## config.mk

```make
export PLATFORM = sky130hd
export DESIGN_NAME = bram_tap_sequencer
export DESIGN_NICKNAME = d
export VERILOG_FILES = /design/src/rtl/bram_seq_pkg.sv /design/src/rtl/valid_delay_pipe.sv /design/src/rtl/bram_tap_sequencer.sv
export SDC_FILE = /design/constraint.sdc
export NUM_CORES = 1
export LEC_CHECK = 0
export CAP_MARGIN = 0
export CORE_ASPECT_RATIO = 0.7
export CORE_MARGIN = 3
export CORE_UTILIZATION = 38
export CTS_BUF_LIST = sky130_fd_sc_hd__clkbuf_8
export CTS_CLUSTER_DIAMETER = 120
export DETAILED_ROUTE_END_ITERATION = 16
export HOLD_SLACK_MARGIN = 0.05
export PLACE_DENSITY = 0.64
export SLEW_MARGIN = 20
export SYNTH_ARGS = -nofsm -noshare
export SYNTH_HDL_FRONTEND = slang
export SYNTH_SLANG_ARGS = --single-unit
```

## constraint.sdc

```tcl
create_clock -name clock -period 2.18 [get_ports clock]
set_input_delay 0.327 -clock clock [delete_from_list [all_inputs] [get_ports clock]]
set_output_delay 0.327 -clock clock [all_outputs]
set_load 0.05 [all_outputs]
```

## src/rtl/bram_seq_pkg.sv

```systemverilog
// bram_seq_pkg: shared state encoding and default geometry for the
// beamformer buffer sequencer.
package bram_seq_pkg;
   typedef enum logic [2:0] {IDLE, FILL, FULL, READ, DRAIN} state_t;
   localparam int DEF_DATA_W = 4;
   localparam int DEF_ADDR_W = 3;
   localparam int DEF_RD_LAT = 2;
   localparam int DEPTH = 2 ** DEF_ADDR_W;
endpackage

```

## src/rtl/valid_delay_pipe.sv

```systemverilog
// valid_delay_pipe: LAT-stage shift register carrying a valid/last pair
// alongside the buffer's read latency.
module valid_delay_pipe #(
   parameter int LAT = 2
) (
   input  logic clock,
   input  logic rst,
   input  logic in_valid,
   input  logic in_last,
   output logic out_valid,
   output logic out_last
);
   logic [LAT-1:0] v, l;
   always_ff @(posedge clock or posedge rst)
      if (rst) begin
         v <= '0;
         l <= '0;
      end else begin
         v[0] <= in_valid;
         l[0] <= in_last;
         for (int i = 1; i < LAT; i++) begin
            v[i] <= v[i-1];
            l[i] <= l[i-1];
         end
      end
   assign out_valid = v[LAT-1];
   assign out_last  = l[LAT-1];
endmodule

```

## src/rtl/bram_tap_sequencer.sv

```systemverilog
// bram_tap_sequencer: fills the 8-entry sample buffer, then reads it back
// starting at a tap offset with wrap-around to form one delayed channel.
module bram_tap_sequencer
   import bram_seq_pkg::*;
#(
   parameter int DATA_W = DEF_DATA_W,
   parameter int ADDR_W = DEF_ADDR_W,
   parameter int RD_LAT = DEF_RD_LAT
) (
   input  logic              clock,
   input  logic              rst,
   input  logic              in_valid,
   input  logic [DATA_W-1:0] in_data,
   output logic              in_ready,
   input  logic              go,
   input  logic [ADDR_W-1:0] delay,
   output logic              load,
   output logic              start,
   output logic [ADDR_W-1:0] write_addr,
   output logic [DATA_W-1:0] mem_wdata,
   output logic [ADDR_W-1:0] read_addr,
   input  logic [DATA_W-1:0] mem_q,
   output logic              out_valid,
   output logic [DATA_W-1:0] out_data,
   output logic              out_last,
   output logic              full,
   output logic              busy
);
   state_t state;
   logic [ADDR_W-1:0] wr_cnt, k, base;
   logic take, tail_valid;
   // ready is gated by rst so nothing is accepted while reset is held
   assign in_ready = ~rst & (state == IDLE | state == FILL);
   assign take     = in_valid & in_ready;
   assign load     = take;
   assign start    = state == READ;
   assign full     = state == FULL;
   assign busy     = state == READ | state == DRAIN;
   assign out_valid = tail_valid;
   assign out_data  = tail_valid ? mem_q : '0;
   always_ff @(posedge clock or posedge rst)
      if (rst) begin
         state      <= IDLE;
         wr_cnt     <= '0;
         k          <= '0;
         base       <= '0;
         write_addr <= '0;
         mem_wdata  <= '0;
         read_addr  <= '0;
      end else begin
         // buffer registers load, so address/data follow one cycle later
         if (take) begin
            write_addr <= wr_cnt;
            mem_wdata  <= in_data;
         end
         case (state)
            IDLE, FILL: if (take) begin
               wr_cnt <= wr_cnt + ADDR_W'(1);
               state  <= wr_cnt == '1 ? FULL : FILL;
            end
            FULL: if (go) begin
               base  <= delay;
               k     <= '0;
               state <= READ;
            end
            READ: begin
               read_addr <= base + k;
               k         <= k + ADDR_W'(1);
               if (k == '1) state <= DRAIN;
            end
            DRAIN: if (out_last) state <= IDLE;
            default: state <= IDLE;
         endcase
      end
   valid_delay_pipe #(.LAT(RD_LAT)) pipe (
      .clock     (clock),
      .rst       (rst),
      .in_valid  (start),
      .in_last   (start & (k == '1)),
      .out_valid (tail_valid),
      .out_last  (out_last)
   );
endmodule

```

==> impl_results.md <==
- Post-CTS Hold Buffers: 0
- WHS Endpoint: pipe.l[1]
- Multi-input logic area: 515 sq um
- FMAX: 0.539 GHz
- Hold Startpoint: pipe.l[0]
- Antenna Nets Post-Route: 0
- Total die area: ~3900 sq um
- Diode count: 0
- Post-route DRC: 0
- Clk sinks: 26
- FF+latch count, synth: 26
- WP data arrival: approximately 1.5 ns
- Post-synthesis sequential area ratio: 0.532
- # rows: 16
- CORE AREA: roughly 2900 sq um
- Syn Std Cell Area: approximately 1200 sq um
- Most frequent cells in the layout: dfrtp_1, clkdlybuf4s50_1, nand2_1
- CP required: about 1.9 ns
- Final nets: around 150
- Initial Utilization: 0.419
- Design area: between 1500 and 2000 sq um
- Worst setup path class: flip-flop to output port
- Die Height: ~53 um
- Antenna violations before repair: 0
- Routability Congestion: 0.676
- CP Launch Type: flip-flop
- Gate Count Post-Synth: between 90 and 100
- Asr flop ratio synth: 1.00
- Number of post-CTS setup repair buffers: 0
- LEAKAGE: between 0.7 and 0.8 nW
- Final Max Slew Viols: 0
- Max cap viols: 0
- Mean Syn Cell Area: between 10 and 15 sq um
- CTS buffer count: 3
- Clock Latency Late Sink: ~0.27 ns
- Slew headroom: 0.665
- CTS Root Cell: clkbuf_8
- Syn. warnings: 0
- Worst Reg-to-Reg Cells: 6
- Register Area: 651 sq um
- TritonCTS clock tree: built
- Wire per inst: 13.2 um
- Cell Area, Placed: about 1600 sq um
- Io pins: 36
- Count of final hold-check violations: 0
- Status: finished, final reports clean
- Maximum clock insertion buffer count: 2
- # setup viols final: 0
- HPWL Detailed: roughly 1700 um
- Die Width: approximately 74 um
- Syn-to-layout area delta: 36.0%
- Vias: between 800 and 900
- First-pass GRT wire length: about 3600 um
- Power per Cell Area: ~1600 nW/um^2
- DR pass1 iterations: 4
- Iter 0 DRT Violations: 23
- Hold crit path type: flip-flop to flip-flop
- Setup TNS: 0 ns
- RSZ-0062 raised after global routing: no
- Routed vias/inst: between 4 and 5
- Distinct cells, synth: 31
- Total GRT Usage: 0.122
- Main synth FF type: dfrtp_1
- Grt total ovfl: 0
- Port Buffer Count: 35
- Worst-Margin Slew: around 0.5 ns
- Minimum clock period: ~1.9 ns
- CTS H-tree lvls: 1
- Cts repair resizes: 0
- Drt total wl: about 2200 um
- Share of cells above drive strength 1: 0.237
- Clock slew at reported path FFs: around 0.08 ns
- Fill cells: between 200 and 300
- Fin crit share: 0.851
- Peak VDD IR: between 0.0006 and 0.0007 V
- Syn Nets: between 100 and 150
- CP Capture Type: output port
- Hold path depth: 0
- Crit-path max FO: 10
- Number of enable flip-flop cells after synthesis: 0
- Number of global-route vias before repair: 791
- Largest net degree at the start of global routing: 28
- Reg-to-Reg End: read_addr[2]
- Reg2reg setup slack: 0.66 ns
- Clk_skew: between 0.005 and 0.006 ns
- R2R Path Start: k[0]
## power by group
group	total (mW)	switching [mW]	internal, mW	leakage, nW
Combinational	1.52	0.889	0.634	0.404
Sequential	0.864	0.172	0.692	0.320
Clock	0.304	0.142	0.161	0.0288
## per-stage QoR
stage          hold slack [ns]  utilization  worst slack [ns]  cells  power (mW)
3_3_place_gp             0.333        0.551             0.524    163        2.38
4_1_cts                  0.356        0.569             0.305    167        2.72
2_1_floorplan            0.331            -            0.0335     94        1.94
5_1_grt                  0.369        0.569             0.258    167        2.85
6_report                 0.354        0.569             0.324    167        2.69
3_5_place_dp             0.336        0.551             0.416    163        2.41
## cell usage after synthesis (all sizes together) (2+ instances only)
cell	instances	share of area
o21ai	6	0.025
nand3b	3	0.029
mux2	11	0.13
nor3	2	0.0082
and2	5	0.028
nand2	9	0.028
xnor2	2	0.014
buf	3	0.027
nor2b	3	0.015
inv	6	0.020
ha	5	0.051
dfrtp	26	0.53
## flip-flops by register name, summed over array words and instances (netlist names)
| name | flops |
|---|---|
| base | 3 |
| k | 3 |
| mem_wdata | 4 |
| pipe.l | 2 |
| pipe.v | 2 |
| read_addr | 3 |
| state | 3 |
| wr_cnt | 3 |
| write_addr | 3 |
## cells by family (layout without fill, tap and decap cells)
family          count (synthesis)  in the layout  synth area share
simple gates                   28             28             0.149
flops                          26             26             0.532
compound gates                 11             11            0.0573
mux                            11             11             0.126
buf+inv                         9             46            0.0470
fa+ha+maj                       6              6            0.0675
xor+xnor                        3              3            0.0215
## worst max-delay path by stage
stage | start | end | cells after the start
2_1_floorplan | state[1] | busy | 3
3_3_place_gp | in_valid | load | 3
3_5_place_dp | rst | state[0] | 5
4_1_cts | state[1] | busy | 3
5_1_grt | state[1] | busy | 3
6_report | state[1] | busy | 3
## per-layer routing
metal | GRT usage | up-vias | wire [um]
met3 | 0.0455 | 4 | 172
met1 | 0.145 | 393 | 979
met2 | 0.206 | 26 | 1020
li1 | - | 401 | -
met5 | 0 | - | 0
met4 | 0.0361 | 0 | 29
## critical path, cell delays in order (launching register included)
cell and delay [ns]:
dfrtp_1 0.51, or2b_1 0.28, o21ai_0 0.29, buf_12 0.18
## final cells by class
class | count | area share
flip-flops and latches | 26 | 0.391
multi-input cells | 59 | 0.310
repair buffers | 36 | 0.224
clock buffers | 4 | 0.0331
well taps | 36 | 0.0271
inverters | 6 | 0.0150
(Power assumes the default switching activity.)
